==> config.mk <==
export PLATFORM = sky130hd
export DESIGN_NAME = fwd_sched_flat
export DESIGN_NICKNAME = d
export VERILOG_FILES = /design/src/rtl/fwd_sched_pkg.sv /design/src/rtl/fwd_sched_if.sv /design/src/rtl/fwd_sched_rr_pick.sv /design/src/rtl/fwd_sched.sv /design/src/flat_wrapper.sv
export SDC_FILE = /design/constraint.sdc
export NUM_CORES = 1
export LEC_CHECK = 0
export ABC_AREA = 0
export ABC_CLOCK_PERIOD_IN_PS = 7340
export CORE_ASPECT_RATIO = 1.4
export CORE_MARGIN = 2
export CORE_UTILIZATION = 50
export DETAILED_ROUTE_END_ITERATION = 10
export PLACE_DENSITY_LB_ADDON = 0.1
export SLEW_MARGIN = 5
export SYNTH_ARGS = -nofsm -noshare
export SYNTH_HDL_FRONTEND = slang
export SYNTH_HIERARCHICAL = 1
export SYNTH_SLANG_ARGS = --single-unit
==> constraint.sdc <==
create_clock -name sys_clk -period 7.34 [get_ports sys_clk]
set_clock_uncertainty 0.2 [all_clocks]
set_input_delay 2.202 -clock sys_clk [delete_from_list [all_inputs] [get_ports sys_clk]]
set_output_delay 2.202 -clock sys_clk [all_outputs]
set_load 0.05 [all_outputs]
==> src/rtl/fwd_sched_pkg.sv <==
// Shared types and constants for the per-port forwarding scheduler.
// The frame-flag bit separates frame bytes (1) from gaps/terminators (0).
package fwd_sched_pkg;

  localparam int NPORT    = 4;
  localparam int DATA_W   = 9;
  localparam int FLAG_BIT = 8;

  typedef enum logic [1:0] {
    SYNC = 2'd0,
    IDLE = 2'd1,
    FWD  = 2'd2,
    DROP = 2'd3
  } state_t;

endpackage

==> src/rtl/fwd_sched_if.sv <==
// RX FIFO read side and TX FIFO bank write side of one forwarding port.
// master = the scheduler, slave = the FIFO bank.
interface fwd_sched_if;
  import fwd_sched_pkg::*;

  logic [DATA_W-1:0] rx_dout;
  logic              rx_empty;
  logic              rx_rd_en;
  logic [DATA_W-1:0] tx_din;
  logic [NPORT-1:0]  tx_wr_en;
  logic [NPORT-1:0]  tx_afull;

  modport master (
    input  rx_dout, rx_empty, tx_afull,
    output rx_rd_en, tx_din, tx_wr_en
  );

  modport slave (
    output rx_dout, rx_empty, tx_afull,
    input  rx_rd_en, tx_din, tx_wr_en
  );

endinterface

==> src/rtl/fwd_sched_rr_pick.sv <==
// Combinational 4-way round-robin picker: first set bit of mask searching
// upward (mod 4) starting one past ptr.
module rr_pick (
  input  logic [3:0] mask,
  input  logic [1:0] ptr,
  output logic [3:0] onehot,
  output logic [1:0] idx
);

  logic [1:0] cand_s;
  logic       found_s;

  // Scan ptr+1 .. ptr+4; the current holder is considered last.
  always_comb begin
    onehot  = 4'b0000;
    idx     = ptr;
    cand_s  = ptr;
    found_s = 1'b0;
    for (int i = 1; i <= 4; i++) begin
      cand_s = ptr + 2'(i);
      if (!found_s && mask[cand_s]) begin
        found_s        = 1'b1;
        idx            = cand_s;
        onehot[cand_s] = 1'b1;
      end else begin
        found_s = found_s;
      end
    end
  end

endmodule

==> src/rtl/fwd_sched.sv <==
// Per-port forwarding stage: drains the RX FIFO frame by frame and replicates
// each frame to the selected TX FIFOs (or one round-robin port in bonding mode).
module fwd_sched
  import fwd_sched_pkg::*;
#(
  parameter logic [1:0] PORT_NUM = 2'd0,
  parameter int         NPORT    = 4,
  parameter logic       LOOPBACK = 1'b0
) (
  input  logic               sys_clk,
  input  logic               sys_rst_n,
  fwd_sched_if.master        ports,
  input  logic [4*NPORT-1:0] cmd_fwd_port,
  input  logic               cmd_mode,
  output logic [15:0]        stat_fwd_cnt,
  output logic [15:0]        stat_drop_cnt
);

  state_t            state_r;
  logic [3:0]        dest_r;
  logic [1:0]        rr_ptr_r;
  logic [DATA_W-1:0] tx_din_r;
  logic [3:0]        tx_wr_en_r;
  logic [15:0]       fwd_cnt_r;
  logic [15:0]       drop_cnt_r;

  logic [3:0]        nibble_s;
  logic [3:0]        self_mask_s;
  logic [3:0]        mask_s;
  logic [3:0]        pick_onehot_s;
  logic [1:0]        pick_idx_s;
  logic [3:0]        dest_next_s;
  logic              rd_en_s;
  logic              flag_s;
  logic              sof_s;

  assign nibble_s    = cmd_fwd_port[4*int'(PORT_NUM) +: 4];
  assign self_mask_s = LOOPBACK ? 4'hF : ~(4'b0001 << PORT_NUM);
  assign mask_s      = nibble_s & self_mask_s;
  assign dest_next_s = cmd_mode ? pick_onehot_s : mask_s;
  assign flag_s      = ports.rx_dout[FLAG_BIT];
  assign sof_s       = (state_r == IDLE) && !ports.rx_empty && flag_s;

  rr_pick u_rr_pick (
    .mask   (mask_s),
    .ptr    (rr_ptr_r),
    .onehot (pick_onehot_s),
    .idx    (pick_idx_s)
  );

  // Pop decision; in FWD a single almost-full destination stalls the whole stream.
  always_comb begin
    rd_en_s = 1'b0;
    case (state_r)
      SYNC:    rd_en_s = !ports.rx_empty;
      IDLE:    rd_en_s = !ports.rx_empty && !flag_s;
      FWD:     rd_en_s = !ports.rx_empty && ((ports.tx_afull & dest_r) == 4'b0000);
      DROP:    rd_en_s = !ports.rx_empty;
      default: rd_en_s = 1'b0;
    endcase
  end

  assign ports.rx_rd_en = rd_en_s & sys_rst_n;
  assign ports.tx_din   = tx_din_r;
  assign ports.tx_wr_en = tx_wr_en_r;
  assign stat_fwd_cnt   = fwd_cnt_r;
  assign stat_drop_cnt  = drop_cnt_r;

  // Frame FSM, output registers and statistics.
  always_ff @(posedge sys_clk or negedge sys_rst_n) begin
    if (!sys_rst_n) begin
      state_r    <= SYNC;
      dest_r     <= 4'b0000;
      rr_ptr_r   <= PORT_NUM;
      tx_din_r   <= '0;
      tx_wr_en_r <= 4'b0000;
      fwd_cnt_r  <= 16'd0;
      drop_cnt_r <= 16'd0;
    end else begin
      tx_wr_en_r <= ((state_r == FWD) && rd_en_s) ? dest_r : 4'b0000;
      if ((state_r == FWD) && rd_en_s) begin
        tx_din_r <= ports.rx_dout;
      end

      case (state_r)
        SYNC: begin
          if (rd_en_s && !flag_s) begin
            state_r <= IDLE;
          end
        end
        IDLE: begin
          // Map and mode are sampled only here; later changes wait for the next frame.
          if (sof_s) begin
            dest_r <= dest_next_s;
            if (cmd_mode && (mask_s != 4'b0000)) begin
              rr_ptr_r <= pick_idx_s;
            end
            if (dest_next_s == 4'b0000) begin
              state_r    <= DROP;
              drop_cnt_r <= drop_cnt_r + 16'd1;
            end else begin
              state_r   <= FWD;
              fwd_cnt_r <= fwd_cnt_r + 16'd1;
            end
          end
        end
        FWD, DROP: begin
          if (rd_en_s && !flag_s) begin
            state_r <= IDLE;
          end
        end
        default: state_r <= SYNC;
      endcase
    end
  end

endmodule

==> src/flat_wrapper.sv <==
// flat-port wrapper written by rule: the top's interface ports become plain ports
module fwd_sched_flat import fwd_sched_pkg::*;
#(
  parameter logic [1:0] PORT_NUM = 2'd0,
  parameter int         NPORT    = 4,
  parameter logic       LOOPBACK = 1'b0
)
  (sys_clk, sys_rst_n, cmd_fwd_port, cmd_mode, stat_fwd_cnt, stat_drop_cnt, ports_rx_dout, ports_rx_empty, ports_tx_afull, ports_rx_rd_en, ports_tx_din, ports_tx_wr_en);
  fwd_sched_if ports_i ();
  input  logic sys_clk;
  input  logic sys_rst_n;
  input  logic [4*NPORT-1:0] cmd_fwd_port;
  input  logic cmd_mode;
  output logic [15:0] stat_fwd_cnt;
  output logic [15:0] stat_drop_cnt;
  input wire logic [$bits(ports_i.rx_dout)-1:0] ports_rx_dout;
  input wire logic [$bits(ports_i.rx_empty)-1:0] ports_rx_empty;
  input wire logic [$bits(ports_i.tx_afull)-1:0] ports_tx_afull;
  output wire logic [$bits(ports_i.rx_rd_en)-1:0] ports_rx_rd_en;
  output wire logic [$bits(ports_i.tx_din)-1:0] ports_tx_din;
  output wire logic [$bits(ports_i.tx_wr_en)-1:0] ports_tx_wr_en;
  assign ports_i.rx_dout = ports_rx_dout;
  assign ports_i.rx_empty = ports_rx_empty;
  assign ports_i.tx_afull = ports_tx_afull;
  assign ports_rx_rd_en = ports_i.rx_rd_en;
  assign ports_tx_din = ports_i.tx_din;
  assign ports_tx_wr_en = ports_i.tx_wr_en;
  fwd_sched #(.PORT_NUM(PORT_NUM), .NPORT(NPORT), .LOOPBACK(LOOPBACK)) u_core (.sys_clk(sys_clk), .sys_rst_n(sys_rst_n), .ports(ports_i), .cmd_fwd_port(cmd_fwd_port), .cmd_mode(cmd_mode), .stat_fwd_cnt(stat_fwd_cnt), .stat_drop_cnt(stat_drop_cnt));
endmodule
Word-level counts from Yosys, hierarchy flattened. Cells that the tools add are included.

Output and inout bits: 46. ROM bits: 0. Register bits: 53. Memories: 0. Bits in latches: 0. Bits in writable memories: 0.

Reduce and logical (&&, ||, !) cells: 31. Shift operators: 0. Order comparisons: 8. Mux-type cells: 33. Equal/unequal tests: 5. Bitwise gates (word level): 7. Div/mod/pow operators: 0. Add/sub/neg operators: 5. Multipliers: 0.

Operator list (count): $add A16 B1 Y16 const B (2); $mux W4 (6); $logic_and A1 B1 Y1 (14); $lt A2 B3 Y1 const B (4); $mux W1 (12); $or A4 B4 Y4 (3); $mux W2 (5); $bmux W1 S2 (4); $demux W1 S2 (4); $ge A2 B1 Y1 const B (4); $logic_not A4 Y1 (2); $reduce_and A3 Y1 (2); $logic_not A1 Y1 (5); $reduce_and A5 Y1 (1); $add A2 B2 Y2 const B (2); $and A4 B4 Y4 (1); $eq A2 B2 Y1 const B (2); $ne A2 B1 Y1 const B (2); $pmux W2 S2 (1); $reduce_and A2 Y1 (2); $reduce_bool A4 Y1 (1); $pmux W1 S3 (1); $reduce_bool A3 Y1 (1); $reduce_or A3 Y1 (1); other kinds (6) (7).

Longest topological paths before layout. Gate-level depths: netlist of the first run.

Depth in word-level cells: 18. Depth in mapped cells: 12. Mapped depth without buffers: 10.

Hierarchy. Netlist of the first run, hierarchy kept.

By module, submodules not included: fwd_sched (times used 1, cells each 206, area each 2466.1 sq um); rr_pick (times used 1, cells each 80, area each 576.8 sq um).

Worst setup path before layout of the first run. Ideal clock, no wire load.

Path kind: input-to-output. Start: input port ports_tx_afull[0]. End: output port ports_rx_rd_en. Slack: 1.274 ns. Stages: 3. Buffers on the path: 0. Data required time: 4.938 ns. Data arrival time: 3.664 ns. Cells stage by stage: a22oi_1 > a311oi_1 > nor3b_1.

Word-level cells in the longest chain between the ends: 5.

Ends and longest elaborated chain: start, declared (line flat_wrapper.sv:18) `input wire logic [$bits(ports_i.tx_afull)-1:0] ports_tx_afull;`; $and A4 B4 Y4 (line fwd_sched.sv:57) `FWD: rd_en_s = !ports.rx_empty && ((ports.tx_afull & dest_r) == 4'b0000);`; $logic_not A4 Y1 (line fwd_sched.sv:57); $logic_and A1 B1 Y1 (line fwd_sched.sv:57); $pmux W1 S3 (line fwd_sched.sv:54) `case (state_r)`; $and A1 B1 Y1 (line fwd_sched.sv:63) `assign ports.rx_rd_en = rd_en_s & sys_rst_n;`; end, declared (line flat_wrapper.sv:19) `output wire logic [$bits(ports_i.rx_rd_en)-1:0] ports_rx_rd_en;`.

No other way between the ends.

Worst setup path after layout of the first run. Same ends and word-level chain as after synthesis.

==> flow_summary.ini, run 1 <==
[synth]
synth_ff_type = dfrtp_1
ys_seq_area_frac = 0.436
synth_cells = 286
synth_enable_flop_cells = 0
synthArstFlopShare = 1.00
syn_avg_cell_area_um2 = 10.6
synth-seq-cells = 53
synth_area_um2 = 3040
ys_types = 52
ys_warn_count = 6

[setup_path]
cp.required_ns = 4.94
criticalPathCategory = in2out
reg2regPathDepth = 10
worstReg2RegStart = u_core/rr_ptr_r[0]
rrSetupSlack_ns = 3.37
critPathLaunchType = primary input
path_max_fanout = 2
slowest_stage = clkdlybuf4s50_1
end_kind = output pin
critPathMaxStageDelay_ns = 0.83
crit_path_frequent_cell = clkdlybuf4s50_1
crit_chain = clkdlybuf4s50_1 > a22oi_1 > a311oi_1 > nor3b_1 > clkdlybuf4s50_1
arrival_ns = 4.03
rr_endpoint = u_core/stat_drop_cnt[3]

[routing]
drc = 0
dr.pass1.iters = 4
dr.first_iter.drc_count = 139
wire_per_inst_um = 14.5
wl_mm = 6.11
vias = 2361
ant_nets = 0
via_per_inst = 5.59

[placed_design]
dp_slack_ns = 0.880
dp.final_hpwl_mm = 4.43
gp_congestion = 0.805
port_buffers = 65
place_area_um2 = 3710
placed_cells = 414

[global_routing]
grt_pass1_wl_mm = 10.6
grt_max_degree = 54
track_usage = 0.193
antenna_found_initial = 0
grt_pass1_vias = 2303
grt.overflow.total = 0

[clock_network]
h-tree-depth = 2
cts_root_buffer = clkbuf_8
cts_resized = 0
cts.sink_count = 53
cts_made_buffers = 5
cts_tree = built
postCtsHoldBufs = 0
cts.reportedPaths.clkPinSlew_ns = 0.10
clockBufferDepth = 2
clk-insertion-delay-late_ns = 0.31
cts_setup_buffers = 0

[floorplanning]
io_pins = 79
die_h_um = 96.3
num_rows = 33
design.die.area_um2 = 6730
start_util = 0.519
core_area_um2 = 5860
fp.dieW_um = 69.9

[worst_hold_path]
hold_start = u_core/stat_drop_cnt[15]
worstHoldPathCells = 1
hold_path.class = reg2reg
whs_endpoint = u_core/stat_drop_cnt[15]

[layout]
drive_above_1_share = 0.0909
syn_to_final_growth_pct = 25.7
final_nets = 397
design_area_um2 = 3830
final_cells = 422
n_antenna_cell = 0

[timing]
worst_slack_ns = 0.905
worstMarginPinSlew_ns = 0.887
slew-limit-headroom = 0.406
finalHoldViolCount = 0
fin_crit_ns = 6.44
max_clock_freq_mhz = 155
grt_setup_unrepaired = no
slew_viol_final = 0
setup_viol = 0
fin_setup_tns_ns = 0
period_share = 0.877

[power_and_ir_drop]
leakagePower_nw = 1.58
powerDensity_nw_per_um2 = 332
vdd_ir_drop_max_mv = 0.200
power_mw = 1.27

[outcome]
run_status = finished clean

[flow_run]
max-cap-violations = 0
==> cell type report <==
class | instances | area (µm²)
Fill cell | 509 | 2040
Multi-Input combinational cell | 218 | 1620
Sequential cell | 53 | 1330
Timing Repair Buffer | 66 | 653
Tap cell | 70 | 87.6
Clock buffer | 5 | 68.8
Clock inverter | 3 | 43.8
Inverter | 7 | 26.3
==> report_power, final <==
group | switching (mW) | internal (mW) | leakage (nW)
clock network | 0.0973 | 0.102 | 0.0585
logic | 0.385 | 0.261 | 0.821
registers | 0.0708 | 0.354 | 0.702
==> cells by family (layout without fill, tap and decap cells) <==
kind of cell,after synthesis,count (layout),synth area share
buffers and inverters,19,81,0.0366
and+or+nand+nor,107,107,0.199
xor gates and xnor gates,30,30,0.0863
muxes,19,19,0.0761
AOI/OAI and AO/OA,44,44,0.111
DFF,53,53,0.436
adders and majority gates,13,13,0.0535
other,1,5,0.00123
==> how the worst max path moves through the flow <==
stage / from / endpoint / slack, ns / cells past startpoint
global placement: ports_tx_afull[0] / ports_rx_rd_en / 0.91 / 5
finish: ports_tx_afull[0] / ports_rx_rd_en / 0.90 / 5
detailed placement: ports_tx_afull[0] / ports_rx_rd_en / 0.88 / 5
floorplan: ports_tx_afull[0] / ports_rx_rd_en / 1.27 / 3
global route: ports_tx_afull[0] / ports_rx_rd_en / 0.75 / 5
CTS: ports_tx_afull[0] / ports_rx_rd_en / 0.87 / 5
==> state kept, by name, indices dropped and copies added, names as in the netlist <==
signal                 count
u_core/dest_r              4
u_core/ports.tx_din        9
u_core/ports.tx_wr_en      4
u_core/rr_ptr_r            2
u_core/stat_drop_cnt      16
u_core/stat_fwd_cnt       16
u_core/state_r             2
==> cell usage after synthesis, drive strengths merged, types with 2 or more instances <==
cell type	n	area share
o211ai	2	0.0049
nand3	14	0.023
a21boi	2	0.0049
a211oi	2	0.013
nand2	28	0.035
buf	12	0.028
xor2	4	0.012
nand3b	3	0.012
a21oi	4	0.0066
a221o	5	0.016
o21ai	13	0.021
ha	13	0.053
mux4	2	0.015
a22oi	6	0.015
and4	5	0.014
and2	4	0.0082
nor3	5	0.0099
mux2	13	0.048
nor2	17	0.021
o22ai	2	0.0041
xnor2	26	0.075
nand4	13	0.027
and3	3	0.0062
nor2b	2	0.0041
nor4	3	0.013
inv	7	0.0086
mux2i	4	0.013
dfrtp	53	0.44
nor3b	2	0.0066
nand2b	4	0.0082
==> cells in the final DEF (no fill, tap or decap), types with 2 or more instances in the layout <==
| master | count |
|---|---|
| a22oi_1 | 6 |
| a211oi_4 | 2 |
| o22ai_1 | 2 |
| a221o_1 | 5 |
| nand4_1 | 13 |
| and3_1 | 3 |
| nor3_1 | 4 |
| ha_1 | 13 |
| o211ai_1 | 2 |
| and4_1 | 5 |
| a21oi_1 | 4 |
| conb_1 | 5 |
| xnor2_1 | 26 |
| mux4_2 | 2 |
| xor2_1 | 4 |
| nand2b_1 | 4 |
| o21ai_1 | 5 |
| clkbuf_8 | 5 |
| nand2_1 | 28 |
| and2_1 | 4 |
| mux2i_1 | 4 |
| mux2_2 | 10 |
| nand3_1 | 14 |
| a21boi_0 | 2 |
| nor2_1 | 17 |
| mux2_1 | 3 |
| nor2b_1 | 2 |
| clkdlybuf4s50_1 | 64 |
| o21ai_0 | 8 |
| inv_1 | 7 |
| nand3b_1 | 2 |
| dfrtp_1 | 53 |
==> through the flow <==
step           hold slack [ns]  utilization
3_5_place_dp             0.275        0.633
5_1_grt                  0.315        0.653
3_3_place_gp             0.261        0.633
6_report                 0.287        0.653
2_1_floorplan            0.264            -
4_1_cts                  0.295        0.653
==> per-layer routing <==
metal / wire, µm / track usage / vias to the layer above
li1: - / - / 1150
met1: 2610 / 0.227 / 1154
met2: 3220 / 0.363 / 50
met3: 201 / 0.0283 / 7
met4: 81 / 0.0625 / 0
met5: 0 / 0 / -
==> worst max-delay path: cells and delay by family <==
family                 cells  cell delay (ns)
buffers and inverters      2             1.23
AO/OA/AOI/OAI              2             0.39
AND/OR/NAND/NOR            1             0.21
Note: power is estimated with default switching activity, not from simulation.
==> inputs of run 2 (changes only) <==
--- a/config.mk
+++ b/config.mk
@@ -11,8 +11,9 @@
 export CORE_MARGIN = 2
 export CORE_UTILIZATION = 50
 export DETAILED_ROUTE_END_ITERATION = 10
-export PLACE_DENSITY_LB_ADDON = 0.1
-export SLEW_MARGIN = 5
+export GPL_ROUTABILITY_DRIVEN = 0
+export PLACE_DENSITY = 0.82
+export SLEW_MARGIN = 20
 export SYNTH_ARGS = -nofsm -noshare
 export SYNTH_HDL_FRONTEND = slang
 export SYNTH_HIERARCHICAL = 1
==> run 2 against run 1 <==
Net effect: sequential cell count unchanged; clock power is essentially flat; non-clock buffer count did not move; critical path depth unchanged; via count up 1.6%; combinational power grew 0.6%; final cell count is the same; core utilization unchanged; total power rose by 0.63%; die area unchanged; clock-buffer cell count unchanged; register-to-register slack lost 0.07 ns.
==> flow_summary.ini, run 2 (synthesized netlist as in run 1, its figures left out) <==
[outcome]
run_status = finished clean

[routing]
via_per_inst = 5.68
drc = 0
dr.first_iter.drc_count = 134
ant_nets = 0
wl_mm = 6.33
dr.pass1.iters = 4
wire_per_inst_um = 15.0
vias = 2398

[layout]
n_antenna_cell = 0
mostFrequentLayoutCell = clkdlybuf4s50_1
drive_above_1_share = 0.0909
syn_to_final_growth_pct = 25.7
fillers = 438
final_cell_mix = 64 x clkdlybuf4s50_1, 53 x dfrtp_1, 28 x nand2_1, 26 x xnor2_1, 17 x nor2_1
final_nets = 397

[flow_run]
max-cap-violations = 0

[timing]
finalHoldViolCount = 0
worst_slack_ns = 0.857
worstMarginPinSlew_ns = 0.852
slew_viol_final = 0
fin_crit_ns = 6.48
slew-limit-headroom = 0.430
grt_setup_unrepaired = no
holdWs_ns = 0.277
max_clock_freq_mhz = 154
setup_viol = 0
fin_setup_tns_ns = 0
period_share = 0.883

[global_routing]
antenna_found_initial = 0
grt_pass1_vias = 2369
track_usage = 0.197
grt_max_degree = 54
grt.overflow.total = 0
grt_pass1_wl_mm = 10.8

[worst_hold_path]
hold_path.class = reg2reg

[clock_network]
cts.sink_count = 53
clk-insertion-delay-late_ns = 0.31
cts_tree = built
cts_setup_buffers = 0
cts_resized = 0
clockBufferDepth = 2
h-tree-depth = 2
postCtsHoldBufs = 0
cts_root_buffer = clkbuf_8
cts.reportedPaths.clkPinSlew_ns = 0.09
cts_made_buffers = 5

[setup_path]
path_max_fanout = 2
criticalPathCategory = in2out
critPathLaunchType = primary input
cp.required_ns = 4.94
end_kind = output pin
arrival_ns = 4.08

[floorplanning]
io_pins = 79
die_h_um = 96.3
num_rows = 33
fp.dieW_um = 69.9
design.die.area_um2 = 6730
start_util = 0.519
core_area_um2 = 5860

[power_and_ir_drop]
vdd_ir_drop_max_mv = 0.162
powerDensity_nw_per_um2 = 334
leakagePower_nw = 1.58

[placed_design]
port_buffers = 65
dp.final_hpwl_mm = 4.65
dp_slack_ns = 0.839
## run 2: area by class of cell
| type | count | area [µm²] | share of cell area |
|---|---|---|---|
| Inverter | 7 | 26.3 | 0.00687 |
| Sequential cell | 53 | 1330 | 0.347 |
| Timing Repair Buffer | 66 | 653 | 0.171 |
| Clock inverter | 3 | 43.8 | 0.0114 |
| Multi-Input combinational cell | 218 | 1620 | 0.423 |
| Clock buffer | 5 | 68.8 | 0.0180 |
| Tap cell | 70 | 87.6 | 0.0229 |
## run 2: worst paths after layout
path / depth (start not counted) / from / to / slack [ns]
min in group asynchronous: 2 / sys_rst_n / u_core/stat_fwd_cnt[12] / 1.81
worst max register to register: 10 / u_core/rr_ptr_r[0] / u_core/stat_drop_cnt[12] / 3.30
worst min register to register: 1 / u_core/stat_drop_cnt[15] / u_core/stat_drop_cnt[15] / 0.28
max in group asynchronous: 2 / sys_rst_n / u_core/ports.tx_din[6] / 4.71
worst min-delay path: 1 / u_core/stat_drop_cnt[15] / u_core/stat_drop_cnt[15] / 0.28
worst max-delay path: 5 / ports_tx_afull[0] / ports_rx_rd_en / 0.86
## run 2: metal layers
layer  global-route usage  wire length, µm  vias up
li1                     -                -     1151
met1                0.222             2580     1161
met2                0.370             3360       79
met3               0.0366              304        7
met4               0.0769               91        0
met5                    0                0        -
## run 2: worst max-delay path, stage by stage
cell and delay [ns]:
clkdlybuf4s50_1 0.40, a22oi_1 0.27, a311oi_1 0.16, nor3b_1 0.21, clkdlybuf4s50_1 0.83
## run 2: power by group
| group | switching [mW] | internal, mW |
|---|---|---|
| clock | 0.0975 | 0.102 |
| combinational | 0.389 | 0.261 |
| sequential | 0.0746 | 0.354 |
## run 2: through the flow
| step | total power [mW] | std cells | instance area (µm²) | util |
|---|---|---|---|---|
| global route | 1.36 | 422 | 3830 | 0.653 |
| finish | 1.28 | 422 | 3830 | 0.653 |
| floorplan | 0.917 | 290 | 3060 | - |
| global placement | 1.06 | 414 | 3710 | 0.633 |
| CTS | 1.29 | 422 | 3830 | 0.653 |
| detailed placement | 1.08 | 414 | 3710 | 0.633 |
==> inputs of run 3 (changes only) <==
--- a/config.mk
+++ b/config.mk
@@ -7,6 +7,7 @@
 export LEC_CHECK = 0
 export ABC_AREA = 0
 export ABC_CLOCK_PERIOD_IN_PS = 7340
+export CAP_MARGIN = 20
 export CORE_ASPECT_RATIO = 1.4
 export CORE_MARGIN = 2
 export CORE_UTILIZATION = 50
==> results of run 3 <==
The final DEF is identical to that of run 2; final timing and power are the same.
==> RTL change 1, RTL diff (flow settings as in run 2) <==
Make the reset (`sys_rst_n`) synchronous in one clocked block.
--- a/src/rtl/fwd_sched.sv
+++ b/src/rtl/fwd_sched.sv
@@ -69,3 +69,3 @@
   // Frame FSM, output registers and statistics.
-  always_ff @(posedge sys_clk or negedge sys_rst_n) begin
+  always_ff @(posedge sys_clk) begin
     if (!sys_rst_n) begin
Behaviour: differs if sys_rst_n is asserted again (counterexample within 4 cycles, from zero or initial values and one cycle with sys_rst_n low); with sys_rst_n held inactive, the same outputs for 4 cycles.
==> RTL change 1 against run 2 <==
- critical path depth grew 1
- routed wire length grew 13%
- synthesized area grew 1.7%
- cell area grew 1.9%
- setup slack gained 240 ps
- via count grew 22%
- global-route usage grew 0.65 points
- sequential cell count is the same
- register-to-register slack lost 500 ps
- die area grew 1.6%
Power is not compared: it rests on default switching activity, and its combinational part moved more than twofold at a synthesized area within 25%.
==> RTL change 1: results (changes against run 2) <==
.. list-table::
   :header-rows: 1

   * - Metric
     - Value
   * - Root Buffer
     - sky130_fd_sc_hd__clkbuf_8
   * - Average via count per standard cell
     - 5.97 (+5.0%)
   * - Biggest fanout along the worst timing path
     - 36 (+34)
   * - Asr flop ratio synth
     - 0% (-100 points)
   * - Post-placement cell count
     - 483 (+17%)
   * - Syn Inst Count
     - 364 (+27%)
   * - Worst hold path cell count
     - 2 (+1)
   * - Largest net degree at the start of global routing
     - 37 (-31%)
   * - Reg2reg start
     - u_core/rr_ptr_r[0]
   * - Post-detailed-placement cell area
     - 0.00376 mm^2 (+1.2%)
   * - Number of cells on the worst reg-to-reg path
     - 10 (unchanged)
   * - Yosys synthesis warning count
     - 6 (unchanged)
   * - Result of the run
     - completed
   * - Number of DRC markers in iteration 0
     - 151 (+13%)
   * - Total number of H-tree levels
     - 2 (unchanged)
   * - Top area cells in the synthesized netlist
     - sky130_fd_sc_hd__dfxtp_1, sky130_fd_sc_hd__mux2i_1, sky130_fd_sc_hd__nand2_1, sky130_fd_sc_hd__ha_1, sky130_fd_sc_hd__a21oi_1
   * - Worst-case setup margin in the final layout
     - 1100 ps (+243 ps)
   * - Share of final-layout standard cells stronger than drive strength 1
     - 4.51% (-4.6 points)
   * - FILL cells
     - 494 (+13%)
   * - Number of global-route vias before repair
     - 2751 (+16%)
   * - Synthesis-to-finish area growth
     - 25.9%
   * - Total Nets Final
     - 466 (+17%)
   * - Biggest cell delay along the critical path
     - 460 ps (-370 ps)
   * - Worst Hold Launch
     - u_core/ports.tx_din[5]
   * - Distinct cell type count after synthesis
     - 53 (+1.9%)
   * - Overall routing resource usage
     - 20.4% (+0.65 points)
   * - Minimum setup slack among reg-to-reg paths
     - 2800 ps (-500 ps)
   * - CP arrival
     - 3840 ps (-240 ps)
   * - Final hold slack
     - 268 ps (-9.17 ps)
   * - Reported leakage power
     - ~0.0013 uW
   * - Worst vdd ir
     - between 0.09 and 0.1 mV
   * - Hpwl dp
     - 5170 um (+11%)
   * - Sequential area share after synthesis
     - 34.3% (-9.3 points)
   * - End of the worst hold path
     - u_core/ports.tx_din[5]
   * - Reg2Reg Capture Point
     - u_core/stat_drop_cnt[12]
   * - Least-Margin Pin Slew
     - 889 ps (+37.2 ps)
   * - Cell types with the highest counts after synthesis
     - sky130_fd_sc_hd__dfxtp_1, sky130_fd_sc_hd__nand2_1, sky130_fd_sc_hd__a21oi_1
   * - First-pass GRT wire length
     - 11900 um (+9.9%)
   * - Non-filler cells in the finished layout
     - 491 (+16%)
   * - Total wire length after detailed routing
     - 7190 um (+13%)
   * - Origin of the worst setup path
     - sys_rst_n
## RTL change 1: cell types whose count changed after synthesis, sizes merged, moves of 6 or more
cell	delta
nand2	+18
clkbuf	+9
nand4	-6
mux2i	+19
dfxtp	+53
or3	+8
xnor2	-25
dfrtp	-53
a21oi	+22
nand2b	+8
o31ai	+11
mux2	-12
or4	+12
## RTL change 1: per-layer routing
layer	GRT usage [%]	vias to the layer above	wire [um]
li1	-	1461	-
met5	0	-	0
met1	22.7	1366	3020
met4	6.95	0	88
met2	39.0	95	3740
met3	2.07	8	345
## RTL change 1: where the power goes
part           switching (uW)  internal, uW  leakage [uW]  total, uW
Clock                    96.0           137     0.0000687        233
Sequential               7.05           295      0.000428        302
Combinational            61.7          45.1      0.000798        107
## RTL change 1: cell type report
cell class,instances,share of cell area (%)
inverters,10,0.963
clock buffers,5,1.77
flip-flops and latches,53,27.2
multi-input cells,283,48.7
clock inverters,3,1.77
well taps,70,2.25
repair buffers,67,17.3
## RTL change 1: critical path: cells and delay by family
family | cells | cell delay (ps)
buffers and inverters | 5 | 1290
and+or+nand+nor | 1 | 340
## RTL change 1: logic make-up (layout without fill, tap and decap cells)
| kind of cell | Yosys count | in the layout | share of synthesized area (%) |
|---|---|---|---|
| and+or+nand+nor | 148 | 148 | 25.3 |
| AOI/OAI and AO/OA | 88 | 88 | 19.9 |
| DFF | 53 | 53 | 34.3 |
| buffers and inverters | 32 | 85 | 5.05 |
| muxes | 26 | 26 | 9.26 |
| adders and majority gates | 13 | 13 | 5.25 |
| xor gates and xnor gates | 3 | 3 | 0.849 |
| other | 1 | 5 | 0.121 |
==> RTL change 2, RTL diff (settings of run 2) <==
Made on the original files. `DATA_W`: 9 -> 18.
--- a/src/rtl/fwd_sched_pkg.sv
+++ b/src/rtl/fwd_sched_pkg.sv
@@ -5,3 +5,3 @@
   localparam int NPORT    = 4;
-  localparam int DATA_W   = 9;
+  localparam int DATA_W   = 18;
   localparam int FLAG_BIT = 8;
Interface: changed (resized ports_rx_dout and ports_tx_din); port bits go from 79 to 97. The function was not compared with the original's and may differ.
==> RTL change 2 against run 2 <==
- setup slack better by 69 ps
- non-clock buffer count up 19
- clock power grew 61%
- sequential cell count grew 9
- sequential power is 20% higher
- sequential share of layout area increased by 0.071 points
- cell area grew 17%
- synthesized area rose by 12%
- fmax increased by 1.1%
- critical endpoint unchanged
- power up 31%
- hold slack worse by 3.6 ps
- routed wire length grew 14%
==> RTL change 2: results (changes against run 2) <==
.. list-table::
   :header-rows: 1

   * - Metric
     - Value
   * - Result of the run
     - completed
   * - Number of global-route vias before repair
     - 2480 (+4.7%)
   * - Top area cells in the synthesized netlist
     - sky130_fd_sc_hd__dfrtp_1, sky130_fd_sc_hd__xnor2_1, sky130_fd_sc_hd__mux2_1, sky130_fd_sc_hd__ha_1, sky130_fd_sc_hd__nand2_1
   * - Average via count per standard cell
     - 5.56 (-2.1%)
   * - Cell types with the highest counts after synthesis
     - sky130_fd_sc_hd__dfrtp_1, sky130_fd_sc_hd__nand2_1, sky130_fd_sc_hd__xnor2_1
   * - FILL cells
     - 485 (+11%)
   * - Post-detailed-placement cell area
     - 0.00425 mm^2 (+15%)
   * - Core Box Area
     - 0.00657 mm^2 (+12%)
   * - Clock edge transition at the registers on the reported setup and hold paths
     - 70 ps (-20 ps)
   * - Largest net degree at the start of global routing
     - 63 (+17%)
   * - Non-clock buffer instance count of the final layout
     - 85 (+29%)
   * - Syn Inst Count
     - 306 (+7.0%)
   * - Distinct cell type count after synthesis
     - 53 (+1.9%)
   * - Clkbuf count
     - 10 (+5)
   * - Number of cells on the worst reg-to-reg path
     - 9 (-1)
   * - Sequential area share after synthesis
     - 45.6% (+2.0 points)
   * - Share of final-layout standard cells stronger than drive strength 1
     - 9.07% (-0.023 points)
   * - Synthesis-to-finish area growth
     - 31.3%
   * - Multi-In Gates
     - 227 (+4.1%)
   * - Multi-input gate area
     - 0.00174 mm^2 (+7.5%)
   * - Insertion delay to the later sink of the worst-skew pair
     - 330 ps (+20 ps)
   * - Reported leakage power
     - 0.00187 uW (+18%)
   * - Total wire length after detailed routing
     - 7200 um (+14%)
   * - Data-path buffer share of cell area in the final layout
     - 18.8% (+1.8 points)
   * - Number of DRC markers in iteration 0
     - 128 (-4.5%)
   * - Average wire per standard cell
     - 15.3 um (+1.8%)
   * - Overall routing resource usage
     - 20.0% (+0.27 points)
RTL change 2: changes by cell type in the layout (fill, tap and decap cells not counted), sizes merged, moves of 2 or more:
cell           change
dfrtp              +9
and3               +3
mux2              +10
clkbuf             +5
clkinv             +2
clkdlybuf4s50     +18
RTL change 2: metal layers:
layer	part of all wire, %	wire, um	GRT usage, %	vias to the layer above
li1	-	-	-	1265
met1	43	3070	24.4	1268
met2	52	3710	34.0	76
met3	3.7	268	3.28	12
met4	2.2	156	9.51	0
met5	0	0	0	-
RTL change 2: where the power goes:
group | total [uW] | switching, uW | internal [uW]
sequential | 513 | 83.6 | 430
clock | 322 | 131 | 191
combinational | 834 | 512 | 322
total | 1670 | 727 | 942
RTL change 2: worst max-delay path: stages:
cell and delay (ps):
sky130_fd_sc_hd__clkdlybuf4s50_1 400, sky130_fd_sc_hd__a22oi_1 240, sky130_fd_sc_hd__a311oi_1 130, sky130_fd_sc_hd__nor3b_1 190
sky130_fd_sc_hd__clkdlybuf4s50_1 850
RTL change 2: how the worst max path moves through the flow:
stage	depth (start not counted)	from	slack, ps	end
after floorplan	3	ports_tx_afull[0]	1270	ports_rx_rd_en
after CTS	5	ports_tx_afull[1]	930	ports_rx_rd_en
after global routing	5	ports_tx_afull[0]	820	ports_rx_rd_en
final	5	ports_tx_afull[1]	930	ports_rx_rd_en
after detailed placement	5	ports_tx_afull[1]	930	ports_rx_rd_en
after global placement	5	ports_tx_afull[1]	910	ports_rx_rd_en
RTL change 2: logic make-up after synthesis:
family	synth area share (%)
mux	10.1
buf+inv	3.64
fa+ha+maj	4.78
simple gates	17.5
compound gates	10.3
flops	45.6
xor+xnor	7.94
other cells	0.110
